**config.mk**
```make
export PLATFORM = sky130hd
export DESIGN_NAME = output_port_arbiter
export DESIGN_NICKNAME = d
export VERILOG_FILES = /design/src/rtl/output_port_arbiter.sv
export SDC_FILE = /design/constraint.sdc
export NUM_CORES = 1
export LEC_CHECK = 0
export BUFFER_PORTS_ARGS = -buffer_cell sky130_fd_sc_hd__buf_2
export CORE_MARGIN = 2
export CORE_UTILIZATION = 35
export CTS_CLUSTER_DIAMETER = 50
export DETAILED_ROUTE_END_ITERATION = 12
export PLACE_DENSITY = 0.62
export SKIP_LAST_GASP = 1
export SYNTH_ARGS = -nofsm -noshare
export SYNTH_HDL_FRONTEND = slang
export SYNTH_SLANG_ARGS = --single-unit
export TNS_END_PERCENT = 50
```
**constraint.sdc**
```tcl
create_clock -name clk -period 10.3 [get_ports clk]
set_input_delay 2.06 -clock clk [delete_from_list [all_inputs] [get_ports clk]]
set_output_delay 2.06 -clock clk [all_outputs]
set_load 0.02 [all_outputs]
```
**src/rtl/output_port_arbiter.sv**
```systemverilog
// ---------------------------------------------------------------------------
// output_port_arbiter
//   Per-output-port arbiter of the NoC router (one instance per output
//   N/E/W/S/L). Round-robin picks one requesting input while idle, then locks
//   the output to that input for the whole packet (HEADER..TAIL). Flits move
//   only while the granted FIFO is non-empty and the downstream has credit.
//
// Parameters
//   NIN          number of input ports (0=N,1=E,2=W,3=S,4=L)
//   FID_W        flit_id width
//   TIMEOUT_CYC  stall cycles before a forced release (ARB_TIMEOUT_EN only)
//   FID_TAIL     flit_id encoding of a TAIL flit. Only TAIL ends a packet; a
//                HEADER seen while locked is handled like a PAYLOAD flit.
//
// Ports
//   clk      in   clock
//   rst      in   synchronous, active-high reset
//   req      in   [NIN]        route requests for this output
//   valid    in   [NIN]        input FIFO non-empty
//   flit_id  in   [NIN*FID_W]  head-flit id, input i at [i*FID_W +: FID_W]
//   credit   in   downstream can accept a flit this cycle
//   grant    out  [NIN]        one-hot grant (registered)
//   sel      out  [3]          crossbar select, 0 when idle (registered)
//   xfer     out  flit transferred this cycle (combinational)
//   rd_en    out  [NIN]        FIFO pop (combinational)
//   timeout  out  one-cycle forced-release pulse (only with ARB_TIMEOUT_EN)
//   busy     out  a packet owns the output (registered)
//
// Configuration macro
//   ARB_TIMEOUT_EN  adds the stall watchdog and the timeout output.
// ---------------------------------------------------------------------------
module output_port_arbiter #(
  parameter int               NIN         = 5,
  parameter int               FID_W       = 3,
  parameter int               TIMEOUT_CYC = 64,
  parameter logic [FID_W-1:0] FID_TAIL    = FID_W'(4)
) (
  input  logic                 clk,
  input  logic                 rst,
  input  logic [NIN-1:0]       req,
  input  logic [NIN-1:0]       valid,
  input  logic [NIN*FID_W-1:0] flit_id,
  input  logic                 credit,
  output logic [NIN-1:0]       grant,
  output logic [2:0]           sel,
  output logic                 xfer,
  output logic [NIN-1:0]       rd_en,
`ifdef ARB_TIMEOUT_EN
  output logic                 timeout,
`endif
  output logic                 busy
);

  typedef enum logic {IDLE, LOCK} state_t;

  state_t           state_q;
  logic [NIN-1:0]   grant_q;
  logic [2:0]       sel_q;
  logic [2:0]       rr_ptr_q;
  logic             busy_q;

  logic             pick_vld;
  logic [2:0]       pick_idx;
  logic [FID_W-1:0] cur_fid;
  logic             is_tail;

`ifdef ARB_TIMEOUT_EN
  localparam int STALL_W = $clog2(TIMEOUT_CYC + 1);
  logic [STALL_W-1:0] stall_q;
  logic               timeout_q;
`endif

  // (v + 1) mod NIN on the 3-bit pointer
  function automatic logic [2:0] wrap_inc(input logic [2:0] v);
    if (int'(v) >= NIN - 1) return 3'd0;
    return v + 3'd1;
  endfunction

  // Round-robin search: scan offsets from the far end down so the set bit
  // closest to rr_ptr (offset 0 first) is the last, and therefore final, hit.
  always_comb begin
    pick_vld = 1'b0;
    pick_idx = 3'd0;
    for (int off = NIN - 1; off >= 0; off--) begin
      if (req[(int'(rr_ptr_q) + off) % NIN]) begin
        pick_vld = 1'b1;
        pick_idx = 3'((int'(rr_ptr_q) + off) % NIN);
      end
    end
  end

  // flit_id of the granted input; grant is one-hot so at most one term hits
  always_comb begin
    cur_fid = '0;
    for (int i = 0; i < NIN; i++) begin
      if (grant_q[i]) cur_fid = flit_id[i*FID_W +: FID_W];
    end
  end

  assign is_tail = (cur_fid == FID_TAIL);

  // rst gates the transfer so a reset mid-packet never pops a flit
  assign xfer  = ~rst & (state_q == LOCK) & (|(grant_q & valid)) & credit;
  assign rd_en = grant_q & {NIN{xfer}};

  always_ff @(posedge clk) begin
    if (rst) begin
      state_q   <= IDLE;
      grant_q   <= '0;
      sel_q     <= 3'd0;
      busy_q    <= 1'b0;
      rr_ptr_q  <= 3'd0;
`ifdef ARB_TIMEOUT_EN
      stall_q   <= '0;
      timeout_q <= 1'b0;
`endif
    end else begin
`ifdef ARB_TIMEOUT_EN
      timeout_q <= 1'b0;
`endif
      case (state_q)
        IDLE: begin
          if (pick_vld) begin
            grant_q <= NIN'(1) << pick_idx;
            sel_q   <= pick_idx;
            busy_q  <= 1'b1;
            state_q <= LOCK;
`ifdef ARB_TIMEOUT_EN
            stall_q <= '0;
`endif
          end
        end
        LOCK: begin
          // req is deliberately ignored here: only TAIL (or the watchdog)
          // releases the output.
          if (xfer && is_tail) begin
            grant_q  <= '0;
            sel_q    <= 3'd0;
            busy_q   <= 1'b0;
            rr_ptr_q <= wrap_inc(sel_q);
            state_q  <= IDLE;
          end
`ifdef ARB_TIMEOUT_EN
          else if (xfer) begin
            stall_q <= '0;
          end else if (stall_q == STALL_W'(TIMEOUT_CYC - 1)) begin
            // this stalled cycle brings the count to TIMEOUT_CYC
            grant_q   <= '0;
            sel_q     <= 3'd0;
            busy_q    <= 1'b0;
            rr_ptr_q  <= wrap_inc(sel_q);
            state_q   <= IDLE;
            stall_q   <= '0;
            timeout_q <= 1'b1;
          end else begin
            stall_q <= stall_q + 1'b1;
          end
`endif
        end
        default: state_q <= IDLE;
      endcase
    end
  end

  assign grant = grant_q;
  assign sel   = sel_q;
  assign busy  = busy_q;
`ifdef ARB_TIMEOUT_EN
  assign timeout = timeout_q;
`endif

endmodule
```
After elaboration in Yosys (flattened, before gate mapping):

Index checks and enable logic that the tools add are counted.
W data, S select, Z words.

* bits in registers: 13
* input port bits: 28

* add/subtract/negate cells: 5
* divide/modulo/power cells: 5
* order comparisons: 6
* equal/unequal tests: 3
* shift-type cells: 1
* multiplexer cells: 48
* bitwise operators: 7
* reduce and logical (&&, ||, !) cells: 4

Operators with widths (number)
* $lt A32 B5 Y1 const B: 5
* $mod A32 B4 Y32 const B: 4
* $mux W3: 14
* $mod A4 B4 Y32 const B: 1
* $mux W1: 23
* $bmux W1 S3: 5
* $and A5 B5 Y5: 2
* $mux W5: 2
* $pmux W5 S2: 1
* $add A3 B2 Y4 const B: 2
* $pmux W3 S2: 1
* $reduce_or A5 Y1: 1
* $shl A1 B3 Y5 const A: 1
* $add A3 B1 Y4 const B: 1
* $add A3 B3 Y4 const B: 1
* $pmux W1 S2: 2
* $reduce_and A2 Y1: 2
* $add A3 B1 Y3 const B: 1
* $and A1 B1 Y1: 3
* $eq A3 B3 Y1 const B: 1
* $ge A3 B3 Y1 const B: 1
* $ne A2 B1 Y1 const B: 1
* $ne A2 B2 Y1 const B: 1
* $not A1 Y1: 2
* $logic_and A1 B1 Y1: 1

Depth between registers and ports, before layout:

* depth in word-level cells: 13
* gate-level depth with buffers: 20
* mapped depth without buffers: 17

Least setup slack after synthesis:

OpenSTA, ideal clock, no wires.

* path type: input to output
* start point: input rst
* end point: output rd_en[0]
* data arrival time: 3.325 ns
* data required time: 8.240 ns
* slack: 4.915 ns
* cell stages on the path: 3
* cells stage by stage: clkbuf_1 > a211oi_1 > and2_1

* longest elaborated chain between the ends: 5

RTL lines
* from (decl): RTL line 39 `input logic rst,`
* $not A1 Y1: RTL line 103 `assign xfer = ~rst & (state_q == LOCK) & (|(grant_q & valid)) & credit;`
* $and A1 B1 Y1 (3 in series): RTL line 103
* net xfer: RTL line 46 `output logic xfer,`
* $and A5 B5 Y5: RTL line 104 `assign rd_en = grant_q & {NIN{xfer}};`
* to (decl): RTL line 47 `output logic [NIN-1:0] rd_en,`

The timed path passes the listed nets, and every way through them passes these cells.

Final worst setup path:

* start point: input valid[1]
* end point: output rd_en[4]

* longest elaborated chain between the ends: 5

RTL lines
* from (decl): RTL line 41 `input logic [NIN-1:0] valid,`
* $and A5 B5 Y5: RTL line 103
* $reduce_or A5 Y1: RTL line 103
* $and A1 B1 Y1 (2 in series): RTL line 103
* $and A5 B5 Y5: RTL line 104

No other way between the ends.

==> impl_metrics.env <==
export IMPL_outcome="complete, no violations"
export IMPL_min_period_ns=5.16
export IMPL_antenna_diode_count=0
export IMPL_syn2layout_area_growth_pct=12.3
export IMPL_floorplan_core_area_mm2=0.00672
export IMPL_initial_utilization_pct=35.7
export IMPL_setup_worst_path_end_class="output port"
export IMPL_post_synthesis_cell_count=323
export IMPL_grt_util_overall_pct=17.5
export IMPL_final_count_of_pins_violating_max_slew=0
export IMPL_place_worst_setup_slack_ns=5.12
export IMPL_clock_tree_buffer_depth=2
export IMPL_fillCellCount=690
export IMPL_yosysWarningCount=0
export IMPL_critical_path_max_fanout=7
export IMPL_setup_repair_after_global_routing_missed_its_margin="false"
export IMPL_fin_worst_skew_ns=0.00109
export IMPL_wire_length_of_the_first_global_routing_pass_mm=11.0
export IMPL_clock_tree_from_tritoncts="yes"
export IMPL_clkTransAtPathRegs_ns=0.05
export IMPL_placementRows=30
export IMPL_postSynthRegisterBits=13
export IMPL_ctsResizeCount=0
export IMPL_hold_worst_slack_ns=0.466
export IMPL_crit_required_ns=8.24
export IMPL_worst_ep_arrival_time_ns=3.10
export IMPL_hpwl_mm=5.04
export IMPL_synth_flop_cell="sky130_fd_sc_hd__dfxtp_1"
export IMPL_worstSetupStartpointType="input pin"
export IMPL_fin_area_mm2=0.00270
export IMPL_syn_nets=373
export IMPL_finalHoldViolCount=0
export IMPL_routed_via_density=5.87
export IMPL_irDropWorstVdd_mv=0.0704
export IMPL_timing_final_crit_share_pct=50.1
export IMPL_netlist_top_cells_area="sky130_fd_sc_hd__ha_1 11%, sky130_fd_sc_hd__dfxtp_1 11%, sky130_fd_sc_hd__mux2i_1 4.6%"
export IMPL_drt_drc_violations_left=0
export IMPL_clock_tree_root_cell="sky130_fd_sc_hd__clkbuf_8"
export IMPL_async_flop_share_pct=0
export IMPL_layout_cell_share_with_drive_strength_beyond_1_pct=19.9
export IMPL_worstSkewPairLatency_ns=0.24
export IMPL_seq_cell_area_um2=260
export IMPL_worst_slew_pin_slew_ns=0.697
export IMPL_final_critical_path_setup_slack_ns=5.14
export IMPL_final_nets=407
export IMPL_portBuffers=42
export IMPL_cts_setup_buffers=0
export IMPL_design_power_total_mw=0.134
export IMPL_crit_type="in2out"
export IMPL_dp_cells=432
export IMPL_rd_place_congestion=0.866
export IMPL_h_tree_depth=1
export IMPL_first_global_vias=2352
export IMPL_report_final_setup_viol=0
export IMPL_relSlewSlack_pct=53.3
export IMPL_detail_route_wl_per_cell_um=15.0
export IMPL_postLayoutCoreUtil_pct=40.1
export IMPL_drtAntennaViolNets=0
export IMPL_postRouteWirelength_mm=6.52
export IMPL_first_iter_violations=145
export IMPL_antenna_found_initial=0
export IMPL_postCtsHoldBufs=0
export IMPL_fin_setup_tns_ns=0
export IMPL_synth_area_leader_cell="sky130_fd_sc_hd__ha_1"
export IMPL_ys_top_cells_by_count="25 x sky130_fd_sc_hd__nand2_1, 25 x sky130_fd_sc_hd__nor2_1, 22 x sky130_fd_sc_hd__ha_1"
export IMPL_maxCapViolations=0
export IMPL_worstHoldPathType="reg2reg"
export IMPL_max_clock_freq_mhz=194
export IMPL_syn_area_per_cell_um2=7.43
export IMPL_cts_inserted_buffers=3
export IMPL_synth_yosys_seq_area_share_pct=10.8
export IMPL_finalNonFillerCells=436
export IMPL_detailedRoute_firstPassIterationCount=4
export IMPL_netlist_area_mm2=0.00240
export IMPL_cts_sinks=13
export IMPL_die_height_um=86.8
export IMPL_placed_cell_area_mm2=0.00265
export IMPL_detailroute_via_count=2559
export IMPL_grt_max_degree=35
export IMPL_dieWidth_um=86.8
export IMPL_edff_count_synth=0
export IMPL_synth_largest_type_area_fraction_pct=11.5
export IMPL_power_density_mw_per_mm2=49.7
export IMPL_io_pins=43
export IMPL_ys_types=76
export IMPL_multi_input_area_mm2=0.00201
export IMPL_die_area_mm2=0.00754
export IMPL_power_static_leakage_nw=1.17
export IMPL_grt_ovfl_total=0
[cells by family after synthesis]
kind of cell | synth area share, %
simple gates | 28.9
xor+xnor | 2.87
mux | 6.46
buf+inv | 5.63
flops | 10.8
fa+ha+maj | 11.5
compound gates | 33.8
[metal layers]
layer  wire [um]  GRT usage, %  vias up  share of wire (%)
li1            -             -     1297                  -
met1        3250          24.9     1208                 50
met2        3010          28.2       47                 46
met3         214          2.67        7                3.3
met4          53          3.27        0               0.81
met5           0             0        -                  0
[worst paths after layout]
path,from,endpoint,slack (ns),depth (start not counted)
hold reg to reg,busy$_SDFFE_PP0P_,busy$_SDFFE_PP0P_,0.47,1
setup / recovery,valid[1],rd_en[4],5.14,5
hold / removal,busy$_SDFFE_PP0P_,busy$_SDFFE_PP0P_,0.47,1
setup reg to reg,rr_ptr_q[1]$_SDFFE_PP0P_,grant[2]$_SDFFE_PP0P_,5.22,16
[area by class of cell]
class | instances | share of cell area, %
multi-input combinational | 278 | 74.4
inverter | 18 | 2.51
tap | 80 | 3.71
sequential | 13 | 9.65
clock buffer | 4 | 1.67
timing repair buffer | 43 | 8.07
[power by group]
part | internal [mW] | switching, mW
logic | 0.0141 | 0.0193
clock network | 0.0274 | 0.0186
registers | 0.0524 | 0.00225
[sequential cells by signal (all words and copies together) (netlist names)]
register / flops
state_q: 1
rr_ptr_q: 3
busy: 1
grant: 5
sel: 3
[critical path, stage by stage]
cell and delay, ns:
sky130_fd_sc_hd__buf_2 0.07, sky130_fd_sc_hd__a22oi_1 0.07, sky130_fd_sc_hd__a211oi_1 0.53, sky130_fd_sc_hd__and2_1 0.21
sky130_fd_sc_hd__buf_2 0.16
[placed cells by master, fill, tap and decap left out, drive strengths merged, types with 4 or more instances in the layout]
cell type,n
buf,43
nand2,25
nor2,25
a21oi,23
ha,22
inv,18
o21ai,15
dfxtp,13
nand2b,11
mux2i,11
nor3,10
nand3,8
a211oi,8
nor4,8
and2,7
o211ai,7
and3,6
o21a,5
a31oi,5
xnor2,4
nor2b,4
or3,4
mux2,4
clkbuf,4
Note: power is estimated with default switching activity, not from simulation.
